### config.mk
export PLATFORM = sky130hd
export DESIGN_NAME = muldiv_seq
export DESIGN_NICKNAME = d
export VERILOG_FILES = /design/src/rtl/muldiv_seq.sv
export SDC_FILE = /design/constraint.sdc
export NUM_CORES = 1
export LEC_CHECK = 0
export ABC_AREA = 1
export BUFFER_PORTS_ARGS = -buffer_cell sky130_fd_sc_hd__clkbuf_2
export CORE_MARGIN = 4
export CORE_UTILIZATION = 61
export DETAILED_ROUTE_END_ITERATION = 7
export MAX_ROUTING_LAYER = met4
export PLACE_DENSITY = 0.8
export SLEW_MARGIN = 25
export SYNTH_ARGS = -nofsm -noshare
export SYNTH_HDL_FRONTEND = slang
export SYNTH_SLANG_ARGS = --single-unit
### constraint.sdc
create_clock -name clk -period 6.67 [get_ports clk]
set_input_delay 0.667 -clock clk [delete_from_list [all_inputs] [get_ports clk]]
set_output_delay 0.667 -clock clk [all_outputs]
set_load 0.005 [all_outputs]
### src/rtl/muldiv_seq.sv
// muldiv_seq: iterative multiply/divide sequencer with HI/LO result registers.
// MULTU runs a WIDTH-step shift-add multiply and DIVU a WIDTH-step restoring
// divide. MTHI/MTLO write HI/LO directly. stall freezes the ID/EXE register
// while an operation is in flight.
// Optional macro SIGNED_MD_EN: when defined, sgn=1 selects signed MULT/DIV.
// Operands are converted to magnitudes, and an extra FIX state fixes the signs.
module muldiv_seq #(
   parameter int WIDTH = 32,
   parameter int CNT_W = 6
) (
   input  logic             clk,
   input  logic             rst,
   input  logic             start,
   input  logic [1:0]       op,
   input  logic             sgn,
   input  logic [WIDTH-1:0] a,
   input  logic [WIDTH-1:0] b,
   output logic             busy,
   output logic             done,
   output logic             stall,
   output logic             div0,
   output logic [WIDTH-1:0] hi,
   output logic [WIDTH-1:0] lo
);

   localparam logic [1:0] OP_MULTU = 2'b00;
   localparam logic [1:0] OP_DIVU  = 2'b01;
   localparam logic [1:0] OP_MTHI  = 2'b10;
   localparam logic [1:0] OP_MTLO  = 2'b11;
   localparam logic [CNT_W-1:0] LAST_CNT = CNT_W'(WIDTH - 1);

   typedef enum logic [2:0] {
      S_IDLE = 3'd0,
      S_MUL  = 3'd1,
      S_DIV  = 3'd2,
`ifdef SIGNED_MD_EN
      S_FIX  = 3'd3,
`endif
      S_DONE = 3'd4
   } state_t;

   state_t               state;
   logic [CNT_W-1:0]     cnt;
   // MUL: {partial product upper half, remaining multiplier bits}
   // DIV: {remainder, quotient/dividend bits}
   logic [2*WIDTH-1:0]   acc;
   logic [WIDTH-1:0]     opnd;      // multiplicand or divisor magnitude

   logic [WIDTH:0]       mul_sum;
   logic [2*WIDTH-1:0]   mul_next;
   logic [WIDTH:0]       div_shift;
   logic [WIDTH:0]       div_diff;
   logic [2*WIDTH-1:0]   div_next;
   logic [2*WIDTH-1:0]   step_next;
   logic [WIDTH-1:0]     a_in;
   logic [WIDTH-1:0]     b_in;

`ifdef SIGNED_MD_EN
   logic                 fix_en;    // operation is signed and needs FIX
   logic                 fix_mul;   // FIX applies to a product
   logic                 neg_q;     // product/quotient negative
   logic                 neg_r;     // remainder negative
   logic [2*WIDTH-1:0]   fix_prod;
   logic [WIDTH-1:0]     fix_hi;
   logic [WIDTH-1:0]     fix_lo;
`else
   logic                 unused_sgn;
   assign unused_sgn = sgn;
`endif

   // Stall the EX stage while iterating and in the cycle a mul/div is issued
   assign stall = busy | ((state == S_IDLE) & start & ~op[1]);

   // Operand conditioning: magnitudes for signed operations, raw otherwise
   always_comb begin
      a_in = a;
      b_in = b;
`ifdef SIGNED_MD_EN
      a_in = (sgn && a[WIDTH-1]) ? (~a + {{(WIDTH-1){1'b0}}, 1'b1}) : a;
      b_in = (sgn && b[WIDTH-1]) ? (~b + {{(WIDTH-1){1'b0}}, 1'b1}) : b;
`endif
   end

   // One iteration of shift-add multiply and restoring divide
   always_comb begin
      if (acc[0]) begin
         mul_sum = {1'b0, acc[2*WIDTH-1:WIDTH]} + {1'b0, opnd};
      end else begin
         mul_sum = {1'b0, acc[2*WIDTH-1:WIDTH]};
      end
      mul_next  = {mul_sum, acc[WIDTH-1:1]};
      div_shift = acc[2*WIDTH-1:WIDTH-1];
      div_diff  = div_shift - {1'b0, opnd};
      if (!div_diff[WIDTH]) begin
         div_next = {div_diff[WIDTH-1:0], acc[WIDTH-2:0], 1'b1};
      end else begin
         div_next = {div_shift[WIDTH-1:0], acc[WIDTH-2:0], 1'b0};
      end
      if (state == S_MUL) begin
         step_next = mul_next;
      end else begin
         step_next = div_next;
      end
   end

`ifdef SIGNED_MD_EN
   // Sign correction of the magnitude result
   always_comb begin
      fix_prod = neg_q ? (~acc + {{(2*WIDTH-1){1'b0}}, 1'b1}) : acc;
      if (fix_mul) begin
         fix_hi = fix_prod[2*WIDTH-1:WIDTH];
         fix_lo = fix_prod[WIDTH-1:0];
      end else begin
         fix_hi = neg_r ? (~acc[2*WIDTH-1:WIDTH] + {{(WIDTH-1){1'b0}}, 1'b1})
                        : acc[2*WIDTH-1:WIDTH];
         fix_lo = neg_q ? (~acc[WIDTH-1:0] + {{(WIDTH-1){1'b0}}, 1'b1})
                        : acc[WIDTH-1:0];
      end
   end
`endif

   // Sequencer FSM with HI/LO, busy, done and div0 registers
   always_ff @(posedge clk or posedge rst) begin
      if (rst) begin
         state <= S_IDLE;
         cnt   <= '0;
         acc   <= '0;
         opnd  <= '0;
         busy  <= 1'b0;
         done  <= 1'b0;
         div0  <= 1'b0;
         hi    <= '0;
         lo    <= '0;
`ifdef SIGNED_MD_EN
         fix_en  <= 1'b0;
         fix_mul <= 1'b0;
         neg_q   <= 1'b0;
         neg_r   <= 1'b0;
`endif
      end else begin
         done <= 1'b0;
         case (state)
            S_IDLE: begin
               if (start) begin
`ifdef SIGNED_MD_EN
                  fix_en  <= sgn;
                  fix_mul <= (op == OP_MULTU);
                  neg_q   <= sgn & (a[WIDTH-1] ^ b[WIDTH-1]);
                  neg_r   <= sgn & a[WIDTH-1];
`endif
                  case (op)
                     OP_MTHI: hi <= a;
                     OP_MTLO: lo <= a;
                     OP_MULTU: begin
                        acc   <= {{WIDTH{1'b0}}, b_in};
                        opnd  <= a_in;
                        cnt   <= '0;
                        busy  <= 1'b1;
                        div0  <= 1'b0;
                        state <= S_MUL;
                     end
                     OP_DIVU: begin
                        if (b == '0) begin
                           hi    <= a;
                           lo    <= {WIDTH{1'b1}};
                           div0  <= 1'b1;
                           done  <= 1'b1;
                           state <= S_DONE;
                        end else begin
                           acc   <= {{WIDTH{1'b0}}, a_in};
                           opnd  <= b_in;
                           cnt   <= '0;
                           busy  <= 1'b1;
                           div0  <= 1'b0;
                           state <= S_DIV;
                        end
                     end
                     default: state <= S_IDLE;
                  endcase
               end
            end
            S_MUL, S_DIV: begin
               acc <= step_next;
               cnt <= cnt + CNT_W'(1);
               if (cnt == LAST_CNT) begin
                  cnt <= '0;
`ifdef SIGNED_MD_EN
                  if (fix_en) begin
                     state <= S_FIX;
                  end else begin
                     hi    <= step_next[2*WIDTH-1:WIDTH];
                     lo    <= step_next[WIDTH-1:0];
                     busy  <= 1'b0;
                     done  <= 1'b1;
                     state <= S_DONE;
                  end
`else
                  hi    <= step_next[2*WIDTH-1:WIDTH];
                  lo    <= step_next[WIDTH-1:0];
                  busy  <= 1'b0;
                  done  <= 1'b1;
                  state <= S_DONE;
`endif
               end
            end
`ifdef SIGNED_MD_EN
            S_FIX: begin
               hi    <= fix_hi;
               lo    <= fix_lo;
               busy  <= 1'b0;
               done  <= 1'b1;
               state <= S_DONE;
            end
`endif
            S_DONE: state <= S_IDLE;
            default: begin
               busy  <= 1'b0;
               state <= S_IDLE;
            end
         endcase
      end
   end

endmodule

* After elaboration in Yosys (flattened, before gate mapping)
Index checks and enable logic that the tools add are counted.
W data, S select, Z words.
** Storage, ports and cells
- Register bits :: 172
- Logic and storage cells :: 85
** Cells by class
- Equality and inequality tests :: 15
- Reduce and logical (&&, ||, !) cells :: 13
- Bitwise gates (word level) :: 5
- Muxes and demuxes :: 40
- $add $sub $neg :: 3
** Operators with widths (number)
- $pmux W32 S2 :: 5
- $mux W64 :: 4
- $pmux W64 S2 :: 2
- $mux W32 :: 7
- $add A32 B32 Y33 :: 1
- $mux W33 :: 1
- $sub A33 B32 Y33 :: 1
- $logic_not A32 Y1 :: 1
- $pmux W6 S2 :: 2
- $mux W6 :: 3
- $reduce_and A5 Y1 :: 3
- $pmux W3 S2 :: 2
- $mux W3 :: 3
- $ne A3 B1 Y1 const B :: 3
- $reduce_and A4 Y1 :: 2
- $mux W1 :: 7
- $add A6 B1 Y6 const B :: 1
- $eq A6 B5 Y1 const B :: 1
- $ne A2 B2 Y1 const B :: 3
- $ne A3 B3 Y1 const B :: 2
- $pmux W1 S2 :: 3
- $reduce_and A3 Y1 :: 2
- $eq A2 B2 Y1 const B :: 2
- $reduce_bool A2 Y1 :: 2
- 11 further kinds :: 13

* Depth between registers and ports, before layout
Gate-level depths: netlist (run 1).
- Depth after elaboration :: 5
- Depth in mapped cells :: 21
- Gate-level depth less buffers :: 20

* Worst setup path after synthesis (run 1)
OpenSTA, ideal clock, no wires.
- Kind :: register -> register
- Start :: register acc[31]
- End :: register acc[32]
- Required time :: 6539 ps
- Path slack :: 4300 ps
- Cell stages (with the launch flop) :: 18
- Library setup time :: 131 ps
- Arrival time :: 2239 ps
- Cell sequence :: dfrtp_1 inv_1 ha_1 inv_1 fa_1 nand2_1 nand2_1 nand3_1 nand2_1 nand2_1 nand2_1 nand2_1 nand3_1 nand2_2 buf_4 o21ai_0 o21ai_1 o21ai_0
** Between the ends
- Longest elaborated chain between the ends :: 4
** RTL lines
- start, declared :: line 46 : logic [2*WIDTH-1:0] acc;
- start signal, assigned :: line 155 : acc <= {{WIDTH{1'b0}}, b_in};
- start signal, assigned :: line 170 : acc <= {{WIDTH{1'b0}}, a_in};
- start signal, assigned :: line 183 : acc <= step_next;
- $sub A33 B32 Y33 :: line 93 : div_diff = div_shift - {1'b0, opnd};
- $mux W64 * :: line 94 : if (!div_diff[WIDTH]) begin
- $mux W64 * :: line 99 : if (state == S_MUL) begin
- $pmux W64 S2 * :: line 142 : case (state)
Every way passes the cells marked *; elsewhere a longest branch is shown, timed or not.
A chain may end at the register's enable or synchronous reset.

* Worst setup path in the final report (run 1)
- Start :: register acc[31]
- End :: register hi[31]
** Between the ends
- Longest elaborated chain between the ends :: 5
** RTL lines
- $sub A33 B32 Y33 :: line 93
- $mux W64 :: line 94
- $mux W64 :: line 99
- $mux W32 :: line 185 : if (cnt == LAST_CNT) begin
- $pmux W32 S2 :: line 142
- end signal, assigned :: line 198 : hi <= step_next[2*WIDTH-1:WIDTH];
- end, declared :: line 22 : output logic [WIDTH-1:0] hi,
No other way between the ends. The select of a mux whose other input is x is not followed.

==> results of run 1 <==
[final cells by class]
cell class              count  area (um^2)  share of cell area
multi-input cells        1613         8040               0.528
clock buffers              19          443              0.0291
diodes                      1         2.50            0.000164
repair buffers            148          811              0.0532
well taps                 280          350              0.0230
flip-flops and latches    172         4300               0.282
inverters                 288         1090              0.0714
clock inverters            13          203              0.0133
[routing by layer]
layer / share of wire / up-vias / GRT usage
met5: 0 / - / -
met4: 0.032 / 0 / 0.117
met3: 0.095 / 102 / 0.0655
met2: 0.45 / 746 / 0.582
met1: 0.43 / 6930 / 0.546
li1: - / 7168 / -
[worst min path at each step]
stage	from	cells after the start	to	slack (ns)
2_1_floorplan	opnd[10]	2	opnd[10]	0.48
3_3_place_gp	cnt[3]	1	cnt[3]	0.50
3_5_place_dp	hi[27]	2	hi[27]	0.52
4_1_cts	rst	2	lo[18]	0.49
5_1_grt	rst	2	lo[18]	0.50
6_report	rst	2	lo[18]	0.43
[critical path, cell delays in order (launching register included)]
cell     delay [ns]
dfrtp_1        0.40
inv_1          0.11
ha_1           0.15
inv_1          0.09
fa_1           0.41
nand2_1        0.11
nand2_1        0.12
nand3_1        0.10
nand2_1        0.15
nand2_1        0.10
nand2_1        0.09
nand2_1        0.12
nand3_1        0.09
nand2_2        0.71
nand2_1        0.10
nand2_1        0.12
nand2_1        0.12
nand2_1        0.10
nand2_1        0.13
a21oi_1        0.17
[stage by stage]
| step | total power, mW | worst slack [ns] | utilization |
|---|---|---|---|
| after floorplan | 6.04 | 1.34 | - |
| after global placement | 7.53 | 3.08 | 0.660 |
| after detailed placement | 7.70 | 3.24 | 0.661 |
| after CTS | 8.85 | 3.21 | 0.691 |
| after global routing | 9.78 | 2.73 | 0.692 |
| final | 9.00 | 3.10 | 0.692 |
[logic make-up (layout without fill, tap and decap cells)]
logic type / after synthesis / count (layout) / synth area share
AND/OR/NAND/NOR: 1054 / 1054 / 0.311
buffers and inverters: 377 / 468 / 0.108
AO/OA/AOI/OAI: 470 / 470 / 0.194
adder cells (fa/ha/maj): 67 / 67 / 0.0618
other: 0 / 1 / 0
flip-flops: 172 / 172 / 0.312
XOR/XNOR: 22 / 22 / 0.0140
[registers in the layout, summed over array words and instances, names as in the netlist]
| signal | cells |
|---|---|
| hi | 32 |
| opnd | 32 |
| state | 3 |
| done | 1 |
| lo | 32 |
| div0 | 1 |
| acc | 64 |
| busy | 1 |
| cnt | 6 |
[power by group]
part | internal, mW | switching [mW] | leakage [nW]
clock network | 0.648 | 0.475 | 0.316
logic | 1.91 | 4.02 | 5.60
registers | 1.53 | 0.422 | 2.05
total | 4.09 | 4.92 | 7.97
[cells in the mapped netlist, types with 2 or more instances]
cell / count
a21oi_1: 195
a31oi_1: 57
and2_1: 7
buf_1: 5
buf_2: 10
buf_4: 3
buf_6: 7
clkbuf_1: 64
dfrtp_1: 172
fa_1: 2
ha_1: 65
inv_1: 282
inv_2: 6
nand2_1: 626
nand2_2: 2
nand3_1: 83
nand3b_1: 5
nand4_1: 8
nor2_1: 268
nor3_1: 12
o211ai_1: 51
o21a_1: 4
o21ai_0: 99
o21ai_1: 18
o21bai_1: 3
o31ai_1: 38
or2_1: 3
or2_2: 32
xnor2_1: 13
xor2_1: 9
==> impl_metrics.json, run 1 <==
{
  "p_per_area_nw_per_um2": 591,
  "synth_edf_count": 0,
  "endpoint": "hi[31]",
  "grt_pass1_wl_um": 74500,
  "rsz0062_at_grt": "no",
  "num_rows": 54,
  "insertion_delay_ns": 0.44,
  "cap_violations": 0,
  "clock-sinks": 172,
  "synthCells": 2162,
  "yosysWarnings": 0,
  "synth.top_cell.area_share": 0.312,
  "ctsResizeCount": 0,
  "drt-initial-drc-count": 1676,
  "io_buffer_count": 136,
  "endpoint_kind": "flip-flop",
  "run_status": "complete, no violations",
  "via_per_inst": 5.90,
  "setup_viol_count_final": 0,
  "hold_viol": 0,
  "tns_ns": 0,
  "grt_pass1_vias": 13800,
  "crit_type": "flip-flop to flip-flop",
  "finalNonFillerCells": 2534,
  "gp_congestion": 1.12,
  "totalWireLength_um": 47300,
  "fp.dieArea_um2": 25100,
  "clkTransAtPathRegs_ns": 0.08,
  "areaGrowthSynthToFinish_pct": 10.4,
  "fp.dieH_um": 158,
  "fillCellCount": 1996,
  "async_flop_share": 1.00,
  "avgSynthCellArea_um2": 6.39,
  "timing.final.crit_share": 0.535,
  "grt_max_degree": 103,
  "start_kind": "flip-flop",
  "place_area_um2": 14600,
  "ios": 138,
  "cts_hold_buf": 0,
  "final_common_cell": "nand2_1",
  "wl_per_cell_um": 18.7,
  "yosys.area.top_type": "dfrtp_1",
  "start_util": 0.627,
  "ir_drop_mv": 0.499,
  "ant_nets": 0,
  "hold_class": "input pin to asynchronous set/reset pin",
  "ys_types": 43,
  "die_x_um": 158,
  "finClkSkew_ns": 0.0133,
  "dr.pass1.iters": 6,
  "cp_max_fo": 46,
  "postCtsSetupRepairBufs": 0,
  "relSlewSlack": 0.337,
  "antenna_found_initial": 1,
  "cts_tree": "yes",
  "regToRegSetupSlack_ns": 3.10,
  "clk_path_buf_depth": 2,
  "reg2reg_from": "acc[31]",
  "via_count": 14900,
  "dp.cells": 2500,
  "cp.required_ns": 7.02,
  "synth_seq_cells": 172,
  "layout.nets": 2377,
  "setup.worst_path.start": "acc[31]",
  "max_freq_mhz": 280,
  "grt_usage": 0.389,
  "reg2regPathDepth": 19,
  "htreeDepth": 4,
  "design_area_um2": 15200,
  "ys_top_cells_by_area": "dfrtp_1 31%, nand2_1 17%, inv_1 7.7%",
  "ys.flop_type": "dfrtp_1",
  "numCtsBuffers": 17,
  "drc": 0,
  "worstReg2RegEnd": "hi[31]",
  "yosysSeqAreaShare": 0.312,
  "period_minus_slack_ns": 3.57,
  "syn-num-nets": 2299,
  "worst_ep_arrival_time_ns": 3.92,
  "design.core.area_um2": 22000,
  "dpl.hpwl_um": 35600,
  "leakage_nw": 7.97,
  "synthesis.area_um2": 13800,
  "drv_slew": 0,
  "grt_overflow": 0,
  "whs_ns": 0.431,
  "tightest_slew_ns": 0.994,
  "drive_gt1_frac": 0.102,
  "clockRootBuffer": "clkbuf_16",
  "final_cell_mix": "625 x nand2_1, 279 x inv_1, 266 x nor2_1"
}
(Power assumes the default switching activity.)
==> run 2, diff against run 1 <==
--- a/config.mk
+++ b/config.mk
@@ -8,10 +8,10 @@
 export ABC_AREA = 1
 export BUFFER_PORTS_ARGS = -buffer_cell sky130_fd_sc_hd__clkbuf_2
 export CORE_MARGIN = 4
-export CORE_UTILIZATION = 61
+export CORE_UTILIZATION = 55
 export DETAILED_ROUTE_END_ITERATION = 7
 export MAX_ROUTING_LAYER = met4
-export PLACE_DENSITY = 0.8
+export PLACE_DENSITY = 0.76
 export SLEW_MARGIN = 25
 export SYNTH_ARGS = -nofsm -noshare
 export SYNTH_HDL_FRONTEND = slang
==> constraint.sdc (replaced) <==
create_clock -name clk -period 3.2 [get_ports clk]
set_input_delay 0.32 -clock clk [delete_from_list [all_inputs] [get_ports clk]]
set_output_delay 0.32 -clock clk [all_outputs]
set_load 0.005 [all_outputs]
==> run 2 against run 1 <==
Effect of this change:
- critical path depth fell by 2
- final cell count is 2.4% higher
- worst setup slack lost 2.9 ns
- largest power group unchanged
==> impl_metrics.json, run 2 (synthesis gave the netlist of run 1 again) <==
{
  "clock-sinks": 172,
  "worstReg2RegEnd": "acc[32]",
  "cp.required_ns": 3.51,
  "endpoint_kind": "flip-flop",
  "tightest_slew_ns": 0.964,
  "totalWireLength_um": 48300,
  "rsz0062_at_grt": "no",
  "timing.final.crit_share": 0.935,
  "gp_congestion": 1.07,
  "clk_path_buf_depth": 2,
  "drc": 0,
  "grt_max_degree": 127,
  "areaGrowthSynthToFinish_pct": 11.7,
  "largest_register_ffs": 64,
  "via_count": 14900,
  "via_per_inst": 5.75,
  "final_cell_mix": "625 x nand2_1, 278 x inv_1, 266 x nor2_1",
  "cap_violations": 0,
  "ir_drop_mv": 0.802,
  "reg2regPathDepth": 17,
  "leakage_nw": 8.04,
  "worst_slack_ns": 0.208,
  "die_x_um": 166,
  "regToRegSetupSlack_ns": 0.21,
  "numCtsBuffers": 17,
  "hold_class": "input pin to asynchronous set/reset pin",
  "num_rows": 57,
  "design_area_um2": 15400,
  "drv_slew": 0,
  "fp.dieH_um": 166,
  "relSlewSlack": 0.357,
  "clkTransAtPathRegs_ns": 0.09,
  "io_buffer_count": 136,
  "start_util": 0.563,
  "p_per_area_nw_per_um2": 1220,
  "final_common_cell": "nand2_1",
  "htreeDepth": 4,
  "period_minus_slack_ns": 2.99,
  "grt_pass1_vias": 13800,
  "wl_per_cell_um": 18.6,
  "insertion_delay_ns": 0.45,
  "design.core.area_um2": 24500,
  "antenna_found_initial": 0,
  "max_freq_mhz": 334,
  "grt_usage": 0.348,
  "tns_ns": 0,
  "preCtsSetupSlack_ns": 0.168,
  "place_area_um2": 14800,
  "hold_viol": 0,
  "crit_type": "flip-flop to flip-flop",
  "cts_hold_buf": 0,
  "finClkSkew_ns": 0.0221,
  "setup_viol_count_final": 0,
  "grt_pass1_wl_um": 75700,
  "worst_ep_arrival_time_ns": 3.30,
  "clockRootBuffer": "clkbuf_16",
  "top_register": "acc",
  "ios": 138,
  "antenna_cells": 0,
  "grt_overflow": 0,
  "ant_nets": 0,
  "drive_gt1_frac": 0.110,
  "start_kind": "flip-flop",
  "fp.dieArea_um2": 27700,
  "cp_max_fo": 20,
  "cts_tree": "yes",
  "run_status": "complete, no violations",
  "reg2reg_from": "acc[31]",
  "dr.pass1.iters": 7,
  "drt-initial-drc-count": 1483,
  "layout.nets": 2394,
  "dpl.hpwl_um": 36700
}
run 2: per-stage QoR:
stage	std cells	power (mW)	utilization	hold slack, ns
floorplan	2162	12.6	-	0.477
global placement	2561	16.1	0.603	0.499
detailed placement	2561	16.3	0.603	0.504
CTS	2593	18.5	0.628	0.0189
global route	2594	20.5	0.629	0.0637
finish	2594	18.9	0.629	0.00465
run 2: worst max path at each step:
stage,from,to,cells after the start
2_1_floorplan,rst,acc[0],1
3_3_place_gp,acc[31],acc[33],19
3_5_place_dp,acc[31],acc[32],17
4_1_cts,acc[31],hi[8],18
5_1_grt,acc[31],hi[8],18
6_report,acc[31],acc[32],17
run 2: routing by layer:
layer	global-route usage	vias up	part of all wire
li1	-	7224	-
met2	0.520	661	0.44
met3	0.0512	69	0.088
met1	0.507	6960	0.45
met4	0.0744	0	0.021
met5	-	-	0
run 2: critical path, stage by stage, from the launching register on:
cell,delay [ns]
dfrtp_1,0.41
inv_2,0.13
ha_1,0.17
inv_1,0.11
fa_1,0.40
nand2_1,0.09
nand2_1,0.09
nand3_1,0.09
nand2_1,0.10
nand2_1,0.07
nand2_1,0.12
nand2_1,0.13
nand3_1,0.12
nand2_4,0.20
buf_12,0.19
o21ai_0,0.10
o21ai_1,0.20
o21ai_0,0.12
run 2: area by class of cell:
cell class / instances / area [um^2]
Fill cell: 2358 / 9100
Clock inverter: 15 / 170
Sequential cell: 172 / 4300
Inverter: 288 / 1090
Tap cell: 324 / 405
Clock buffer: 17 / 425
Timing Repair Buffer: 165 / 991
Multi-Input combinational cell: 1613 / 8050
run 2: report_power, final:
part	internal [mW]	switching, mW	leakage, nW	total [mW]
clock network	1.06	1.10	0.293	2.16
logic	4.22	8.38	5.70	12.6
registers	3.18	0.927	2.05	4.11
run 2: what timing repair did:
action | CTS | global route
resized for setup | 0 | 3
buffers inserted | 0 | 0
endpoints found under the setup margin | 0 | 20
==> run 3, diff against run 2 <==
--- a/config.mk
+++ b/config.mk
@@ -12,6 +12,7 @@
 export DETAILED_ROUTE_END_ITERATION = 7
 export MAX_ROUTING_LAYER = met4
 export PLACE_DENSITY = 0.76
+export RECOVER_POWER = 100
 export SLEW_MARGIN = 25
 export SYNTH_ARGS = -nofsm -noshare
 export SYNTH_HDL_FRONTEND = slang
==> run 3 against run 2 <==
Effect of this change:
- the run now ends with capacitance limit, slew limit left
- sequential power about the same
- via count fell by 0.21%
- fmax about the same
- final cell count is the same
- total power is 0.91% lower
- global-route usage stayed put
- cell area shrank 0.64%
- die area stayed put
- combinational power about the same
- worst setup slack worse by 0.0021 ns
- utilization fell by 0.40 points
- first-iteration DRC count up 1.9%
- critical endpoint unchanged
- largest power group unchanged
- highest routed layer unchanged
==> impl_metrics.json, run 3 (synthesis gave the netlist of run 1 again) <==
{
  "numCtsBuffers": 17,
  "rsz0062_at_grt": "no",
  "p_per_area_nw_per_um2": 1220,
  "reg2reg_from": "acc[31]",
  "relSlewSlack": -0.220,
  "clkTransAtPathRegs_ns": 0.09,
  "period_minus_slack_ns": 2.99,
  "crit_type": "flip-flop to flip-flop",
  "slowest_delay_ns": 0.41,
  "min_from": "b[9]",
  "die_x_um": 166,
  "wl_per_cell_um": 18.6,
  "hold_class": "input pin to flip-flop",
  "fp.dieH_um": 166,
  "insertion_delay_ns": 0.45,
  "cts_tree": "yes",
  "grt_pass1_wl_um": 75700,
  "grt_overflow": 0,
  "ant_nets": 0,
  "hold_viol": 0,
  "drt-initial-drc-count": 1511,
  "antenna_cells": 0,
  "fillCellCount": 2393,
  "cts_hold_buf": 0,
  "design.core.area_um2": 24500,
  "via_count": 14900,
  "io_buffer_count": 136,
  "leakage_nw": 7.89,
  "clockRootBuffer": "clkbuf_16",
  "cp_slowest_cell": "dfrtp_1",
  "fp.dieArea_um2": 27700,
  "path_cells": "inv_2 > ha_1 > inv_1 > fa_1 > nand2_1 > nand2_1 > nand3_1 > nand2_1 > nand2_1 > nand2_1 > nand2_1 > nand3_1 > nand2_4 > buf_12 > o21ai_0 > o21ai_1 > o21ai_0",
  "path_delay_family": "simple AND/OR/NAND/NOR gates",
  "layout.nets": 2394,
  "antenna_found_initial": 0,
  "path_buf_inv": 3,
  "gp_congestion": 1.07,
  "grt_max_degree": 127,
  "start_kind": "flip-flop",
  "start_util": 0.563,
  "worst_slack_ns": 0.206,
  "cap_violations": 2,
  "drc": 0,
  "final_cell_mix": "625 x nand2_1, 280 x inv_1, 266 x nor2_1",
  "whs_ns": 0.198,
  "whs_endpoint": "opnd[9]",
  "max_freq_mhz": 334,
  "top_register": "acc",
  "largest_register_ffs": 64,
  "setup_viol_count_final": 0,
  "grt_pass1_vias": 13800,
  "run_status": "complete, but fails checks",
  "regToRegSetupSlack_ns": 0.21,
  "cp_max_fo": 20,
  "clk_path_buf_depth": 2,
  "endpoint_kind": "flip-flop",
  "worst_ep_arrival_time_ns": 3.30,
  "dpl.hpwl_um": 36700,
  "hold_path_depth": 3,
  "grt_usage": 0.348,
  "final_common_cell": "nand2_1",
  "reg2regPathDepth": 17,
  "num_rows": 57,
  "worstReg2RegEnd": "acc[32]",
  "postCtsSetupRepairBufs": 0,
  "totalWireLength_um": 48100,
  "cp.required_ns": 3.51,
  "timing.final.crit_share": 0.936,
  "preCtsSetupSlack_ns": 0.168,
  "via_per_inst": 5.74,
  "dr.pass1.iters": 6,
  "tns_ns": 0,
  "areaGrowthSynthToFinish_pct": 11.0,
  "ir_drop_mv": 0.798,
  "tightest_slew_ns": 1.83,
  "drv_slew": 76,
  "crit_top_cell": "nand2_1",
  "clock-sinks": 172,
  "violations": "capacitance limit, slew limit",
  "finClkSkew_ns": 0.0219,
  "ios": 138,
  "drive_gt1_frac": 0.0859,
  "htreeDepth": 4
}
## run 3: cell count changes in the layout (fill, tap and decap cells not counted), moves of 2 or more
cell / previous run / this run
clkinv_1: 1 / 3
o21ai_0: 99 / 113
inv_2: 7 / 3
buf_4: 22 / 19
o21ai_1: 18 / 4
clkbuf_2: 136 / 88
inv_1: 278 / 280
buf_12: 6 / 3
clkbuf_1: 0 / 49
clkbuf_4: 0 / 4
## run 3: area by class of cell
cell class / count / area (um^2) / share of cell area
multi-input combinational: 1613 / 8050 / 0.525
sequential: 172 / 4300 / 0.281
inverter: 288 / 1080 / 0.0707
timing repair buffer: 165 / 895 / 0.0584
clock buffer: 17 / 425 / 0.0277
tap: 324 / 405 / 0.0264
clock inverter: 15 / 170 / 0.0111
## run 3: how the worst max path moves through the flow
stage | from | to | cells after the start | slack (ns)
final | acc[31] | acc[32] | 17 | 0.21
after global routing | acc[31] | hi[8] | 18 | 0.01
after CTS | acc[31] | hi[8] | 18 | 0.16
after detailed placement | acc[31] | acc[32] | 17 | 0.17
after global placement | acc[31] | acc[33] | 19 | 0.28
after floorplan | rst | acc[0] | 1 | 0.68
## run 3: timing repair
item | 4_1_cts | 5_1_grt
endpoints found under the hold margin | 0 | 0
resized for setup | 0 | 3
setup endpoints to repair | 0 | 20
## run 3: per-stage QoR
stage | util | instance area (um^2) | power (mW) | instances
final | 0.625 | 15300 | 18.7 | 2594
after global routing | 0.625 | 15300 | 20.4 | 2594
after CTS | 0.628 | 15400 | 18.5 | 2593
after detailed placement | 0.603 | 14800 | 16.3 | 2561
after global placement | 0.603 | 14800 | 16.1 | 2561
after floorplan | - | 13800 | 12.6 | 2162
## run 3: worst reg2reg max path, delay by kind of cell (launching register included)
family                   cells  cell delay, ns
AO/OA/AOI/OAI                3            0.44
adder cells (fa/ha/maj)      2            0.57
buffers and inverters        3            0.43
flip-flops                   1            0.41
AND/OR/NAND/NOR              9            1.02
## run 3: where the power goes
| group | internal, mW | total (mW) | switching [mW] | leakage (nW) |
|---|---|---|---|---|
| sequential | 3.18 | 4.10 | 0.921 | 2.05 |
| combinational | 4.10 | 12.4 | 8.34 | 5.55 |
| clock | 1.06 | 2.15 | 1.10 | 0.293 |
## run 3: routing by layer
metal,global-route usage,vias to the layer above,part of all wire
met5,-,-,0
met4,0.0744,0,0.020
met3,0.0512,61,0.095
met2,0.520,654,0.44
met1,0.507,6956,0.44
li1,-,7211,-
